[src/rtl/cpu_clk_ctrl_if.sv]
// cpu_clk_ctrl_if: switch/button inputs and clock-enable outputs of the CPU clock controller
//   run_sw   : 1 = free-run, 0 = halt (asynchronous level)
//   step_btn : bouncy push-button, a press requests one step
//   rate_sel : RUN period select, period = 4 << (3*rate_sel)
//   cpu_ce   : one-cycle clock-enable pulse to the core
//   mode     : 0 = HALT, 1 = RUN, 2 = STEP
//   ce_count : running count of cpu_ce pulses, wraps at 16 bits
interface cpu_clk_ctrl_if;
  logic        run_sw;
  logic        step_btn;
  logic [2:0]  rate_sel;
  logic        cpu_ce;
  logic [1:0]  mode;
  logic [15:0] ce_count;
  modport master (output run_sw, step_btn, rate_sel, input cpu_ce, mode, ce_count);
  modport slave (input run_sw, step_btn, rate_sel, output cpu_ce, mode, ce_count);
endinterface

[src/rtl/cpu_clk_ctrl.sv]
// cpu_clk_ctrl: run/halt/single-step clock-enable generator for the processor core
//   clk_in : board clock, the only clock in the block
//   rst    : asynchronous active-high reset
//   bus    : cpu_clk_ctrl_if slave (run_sw, step_btn, rate_sel in; cpu_ce, mode, ce_count out)
module cpu_clk_ctrl #(
  parameter int DB_CYCLES = 1000000,
  parameter int CNT_W = 24
) (
  input logic clk_in,
  input logic rst,
  cpu_clk_ctrl_if.slave bus
);
  localparam int DB_W = DB_CYCLES > 1 ? $clog2(DB_CYCLES) : 1;
  typedef enum logic [1:0] {HALT = 2'd0, RUN = 2'd1, STEP = 2'd2} state_t;
  state_t r_state, w_nxt;
  logic r_run_s1, r_run_s2, r_btn_s1, r_btn_s2, r_db, r_db_p, r_ce;
  logic [DB_W-1:0] r_db_cnt;
  logic [2:0] r_rate;
  logic [CNT_W-1:0] r_cnt, w_cnt_nxt, w_per;
  logic [15:0] r_count;
  logic [4:0] w_sh;
  logic w_press, w_chg, w_ce_nxt, w_db_hit;
  assign w_sh = {2'b0, r_rate} + {1'b0, r_rate, 1'b0};
  assign w_per = CNT_W'(4) << w_sh;
  // A rate change is seen against the registered copy so the counter restarts on the edge that loads the new rate
  assign w_chg = bus.rate_sel != r_rate;
  assign w_press = r_db & ~r_db_p;
  assign w_db_hit = r_db_cnt == DB_W'(DB_CYCLES - 1);
  always_ff @(posedge clk_in or posedge rst) begin
    if (rst) begin
      r_run_s1 <= 1'b0;
      r_run_s2 <= 1'b0;
      r_btn_s1 <= 1'b0;
      r_btn_s2 <= 1'b0;
      r_db <= 1'b0;
      r_db_p <= 1'b0;
      r_db_cnt <= '0;
      r_rate <= '0;
    end else begin
      r_run_s1 <= bus.run_sw;
      r_run_s2 <= r_run_s1;
      r_btn_s1 <= bus.step_btn;
      r_btn_s2 <= r_btn_s1;
      r_db_p <= r_db;
      r_rate <= bus.rate_sel;
      r_db <= (r_btn_s2 != r_db && w_db_hit) ? r_btn_s2 : r_db;
      r_db_cnt <= (r_btn_s2 == r_db || w_db_hit) ? '0 : r_db_cnt + 1'b1;
    end
  end
  // RUN wins over a simultaneous press; presses outside HALT are simply not looked at
  always_comb begin
    w_nxt = r_state;
    w_cnt_nxt = '0;
    w_ce_nxt = 1'b0;
    case (r_state)
      HALT: w_nxt = r_run_s2 ? RUN : (w_press ? STEP : HALT);
      RUN: begin
        if (!r_run_s2) w_nxt = HALT;
        else if (!w_chg) begin
          w_ce_nxt = r_cnt == w_per - 1'b1;
          w_cnt_nxt = w_ce_nxt ? '0 : r_cnt + 1'b1;
        end
      end
      default: w_nxt = HALT;
    endcase
    w_ce_nxt = w_ce_nxt | (w_nxt == STEP);
  end
  always_ff @(posedge clk_in or posedge rst) begin
    if (rst) begin
      r_state <= HALT;
      r_cnt <= '0;
      r_ce <= 1'b0;
      r_count <= '0;
    end else begin
      r_state <= w_nxt;
      r_cnt <= w_cnt_nxt;
      r_ce <= w_ce_nxt;
      r_count <= r_count + 16'(w_ce_nxt);
    end
  end
  assign bus.cpu_ce = r_ce;
  assign bus.mode = r_state;
  assign bus.ce_count = r_count;
endmodule
[src/flat_wrapper.sv]
// flat-port wrapper written by rule: the top's interface ports become plain ports
module cpu_clk_ctrl_flat 
#(
  parameter int DB_CYCLES = 1000000,
  parameter int CNT_W = 24
)
  (clk_in, rst, bus_run_sw, bus_step_btn, bus_rate_sel, bus_cpu_ce, bus_mode, bus_ce_count);
  cpu_clk_ctrl_if bus_i ();
  input logic clk_in;
  input logic rst;
  input wire logic [$bits(bus_i.run_sw)-1:0] bus_run_sw;
  input wire logic [$bits(bus_i.step_btn)-1:0] bus_step_btn;
  input wire logic [$bits(bus_i.rate_sel)-1:0] bus_rate_sel;
  output wire logic [$bits(bus_i.cpu_ce)-1:0] bus_cpu_ce;
  output wire logic [$bits(bus_i.mode)-1:0] bus_mode;
  output wire logic [$bits(bus_i.ce_count)-1:0] bus_ce_count;
  assign bus_i.run_sw = bus_run_sw;
  assign bus_i.step_btn = bus_step_btn;
  assign bus_i.rate_sel = bus_rate_sel;
  assign bus_cpu_ce = bus_i.cpu_ce;
  assign bus_mode = bus_i.mode;
  assign bus_ce_count = bus_i.ce_count;
  cpu_clk_ctrl #(.DB_CYCLES(DB_CYCLES), .CNT_W(CNT_W)) u_core (.clk_in(clk_in), .rst(rst), .bus(bus_i));
endmodule
[config.mk]
export PLATFORM = sky130hd
export DESIGN_NAME = cpu_clk_ctrl_flat
export DESIGN_NICKNAME = d
export VERILOG_FILES = /design/src/rtl/cpu_clk_ctrl_if.sv /design/src/rtl/cpu_clk_ctrl.sv /design/src/flat_wrapper.sv
export SDC_FILE = /design/constraint.sdc
export NUM_CORES = 1
export LEC_CHECK = 0
export CORE_UTILIZATION = 25
export CTS_CLUSTER_SIZE = 20
export DETAILED_ROUTE_END_ITERATION = 8
export SYNTH_ARGS = -nofsm -noshare
export SYNTH_HDL_FRONTEND = slang
export SYNTH_SLANG_ARGS = --single-unit
export TNS_END_PERCENT = 30
[constraint.sdc]
create_clock -name clk_in -period 7.4 [get_ports clk_in]
set_input_delay 1.48 -clock clk_in [delete_from_list [all_inputs] [get_ports clk_in]]
set_output_delay 1.48 -clock clk_in [all_outputs]
set_load 0.005 [all_outputs]
==> reports/qor.txt <==
Status = finished clean
Power density cells = 177.3 mW/mm^2
Drt drc = 0
DR vias = 3156
Die W = 133.3 um
Crit path buf inv count = 0
Leak = 1.971 nW
CP Max Fanout = 23
Max VDD drop = 0.0001077 V
Max Clock Freq = 193.9 MHz
Share of cells above drive strength 1 = 12.20%
Rel. slew slack = 36.54%
Hold Buf Count CTS = 0
Measured slew at the worst slew-check pin = 0.9488 ns
Top Family by Delay on Critical Path = adder cells
CP max stage delay = 0.99 ns
Die ar. = 0.01776 mm^2
#FFs+latches synth = 72
Post-Syn Area per Cell = 9.880 um^2
Drt total wl = 8869 um
Post-synth EDFFs = 0
Ant diodes = 0
Synthesized instance count = 436
Register area share after synthesis = 41.82%
Initial core utilization = 25.79%
Final hold violation count = 0
Hold Crit Class = register to register
Synth cell count leaders = 72 x dfrtp_1, 42 x nor2_1, 38 x xnor2_1
FILL cells = 1766
Register area = 0.001802 mm^2
Minimum clock period = 5.156 ns
Largest net degree at the start of global routing = 73
Tot Pwr = 0.0008867 W
WL/cell = 13.06 um
Core footprint = 0.01670 mm^2
Most area-hungry cell type in the Yosys netlist = dfrtp_1
Synth cell types = 63
CTS resizes = 0
CP arrival = 5.42 ns
Asr flop ratio synth = 100.0%
Startpoint Class = register
TritonCTS Buffers = 9
Initial antenna violation count = 0
Synth Cell Area = 0.004308 mm^2
Synth Flop Type = dfrtp_1
Multi-input logic area = 0.002327 mm^2
Top-count cell post-synth = dfrtp_1
Worst Path Class, Setup = register to register
Num rows = 47
Starting DRT DRC Count = 210
Clock Latency Late Sink = 0.33 ns
Synth warnings = 0
Clock transition at path regs = 0.06 ns
CP endpoint kind = register
Tcrit/Tclk final = 69.68%
DIE HEIGHT = 133.3 um
Post-route non-filler standard cell count = 679
I/O pins = 26
Core Util, Final = 29.95%
Nets = 474
Post-CTS Setup Bufs = 0
Final ANT Viol Nets = 0
Clock sinks = 72
Area Growth Syn to Fin = 16.12%
Clock root buffer = clkbuf_16
Post-route setup TNS = 0 ns
DP Cell Count = 663
Setup violations, final = 0
CTS tree = built
DP Wirelength = 6213 um
Max Slew Vio Count = 0
Vias/cell = 4.648
Gr usage total = 10.62%
Number of H-tree levels = 3
Slowest cell on crit path = fa_1
Overflow after GRT = 0
Top post-synthesis cells by area = dfrtp_1 42%, xnor2_1 7.7%, xor2_1 6.7%
Worst path cell trace = nand2_1 > fa_1 > nor3b_4 > nand2_1 > ha_1 > xor2_1 > nand4_1 > a31oi_1 > nand4_1 > nor3_1 > a21o_1 > ha_1 > ha_1 > nand2_1 > or2_2 > nor2_1 > xor2_1
# Max-Cap Violations = 0
Unrepaired setup endpoints after global routing = no
CP required = 7.66 ns
First-pass DRT Iterations = 6
First-pass GRT wire length = 15180 um
Port Buf Inserts = 25
Clock buffer depth = 2
Synthesized net count = 456
Skew final = 0.004639 ns
Area share of the largest cell type after synthesis = 41.82%
Final Wtd Congestion = 0.7998
Vias in the first global route = 3088
worst paths after layout:
path                                  startpoint                 endpoint  cells after the start  slack, ns
worst min-delay path             u_core.r_run_s1          u_core.r_run_s2                      0       0.36
min in group asynchronous                    rst          u_core.r_btn_s1                      3       1.73
worst max-delay path            u_core.r_rate[1]  u_core.bus.ce_count[14]                     17       2.24
worst min register to register   u_core.r_run_s1          u_core.r_run_s2                      0       0.36
worst max register to register  u_core.r_rate[1]  u_core.bus.ce_count[14]                     17       2.24
max in group asynchronous                    rst         u_core.r_rate[1]                      3       5.10
layout make-up:
cell class                      instances  area share (%)
Sequential cell                        72           36.02
Inverter                               14           1.051
Timing Repair Buffer                   28           5.453
Clock inverter                          7          0.9505
Tap cell                              220           5.503
Clock buffer                            9           4.502
Multi-Input combinational cell        329           46.52
flip-flops by register name, indices dropped and copies added, names as in the netlist:
register	flops
u_core.r_db	1
u_core.r_run_s1	1
u_core.bus.ce_count	16
u_core.r_cnt	24
u_core.r_db_cnt	20
u_core.r_rate	3
u_core.r_btn_s1	1
u_core.bus.mode	2
u_core.r_run_s2	1
u_core.r_db_p	1
u_core.r_btn_s2	1
u_core.bus.cpu_ce	1
stage by stage:
step           area (um^2)  hold WS, ns  setup slack [ns]
6_report              5002       0.3583             2.244
5_1_grt               5002       0.3658             1.790
4_1_cts               5002       0.3673             2.231
3_5_place_dp          4730       0.3457             2.246
3_3_place_gp          4730       0.3347             2.393
2_1_floorplan         4308       0.3312             3.139
power by group:
part	leakage, nW	internal (W)	switching [W]	total, W
combinational	0.855	0.0000338	0.0000524	0.0000862
clock	0.132	0.000226	0.000170	0.000396
sequential	0.985	0.000397	0.00000717	0.000405
total	1.97	0.000658	0.000229	0.000887
logic make-up after synthesis:
family                     count (synthesis)  share of synthesized area [%]
and+or+nand+nor                          202                          27.01
xor gates and xnor gates                  73                          15.19
DFF                                       72                          41.82
AOI/OAI and AO/OA                         38                          7.145
buffers and inverters                     35                          4.153
adders and majority gates                 13                          3.950
muxes                                      3                         0.7261
cells in the final DEF (no fill, tap or decap), types with 6 or more instances in the layout:
cell type	count
nor3_2	16
inv_1	13
nand3_1	28
nor2_2	6
xnor2_1	38
clkbuf_16	9
clkdlybuf4s50_1	25
dfrtp_1	72
and3_1	9
ha_1	12
nor2_1	42
nand2_1	31
xor2_1	33
nand4_1	17
nor3_1	12
routing by layer:
layer / global-route usage (%) / vias to the layer above / share of wire, %
met2: 16.17 / 57 / 45
met5: 0 / - / 0
li1: - / 1545 / -
met4: 5.177 / 0 / 2.5
met1: 14.22 / 1542 / 49
met3: 2.283 / 12 / 3.8
(Power assumes the default switching activity.)
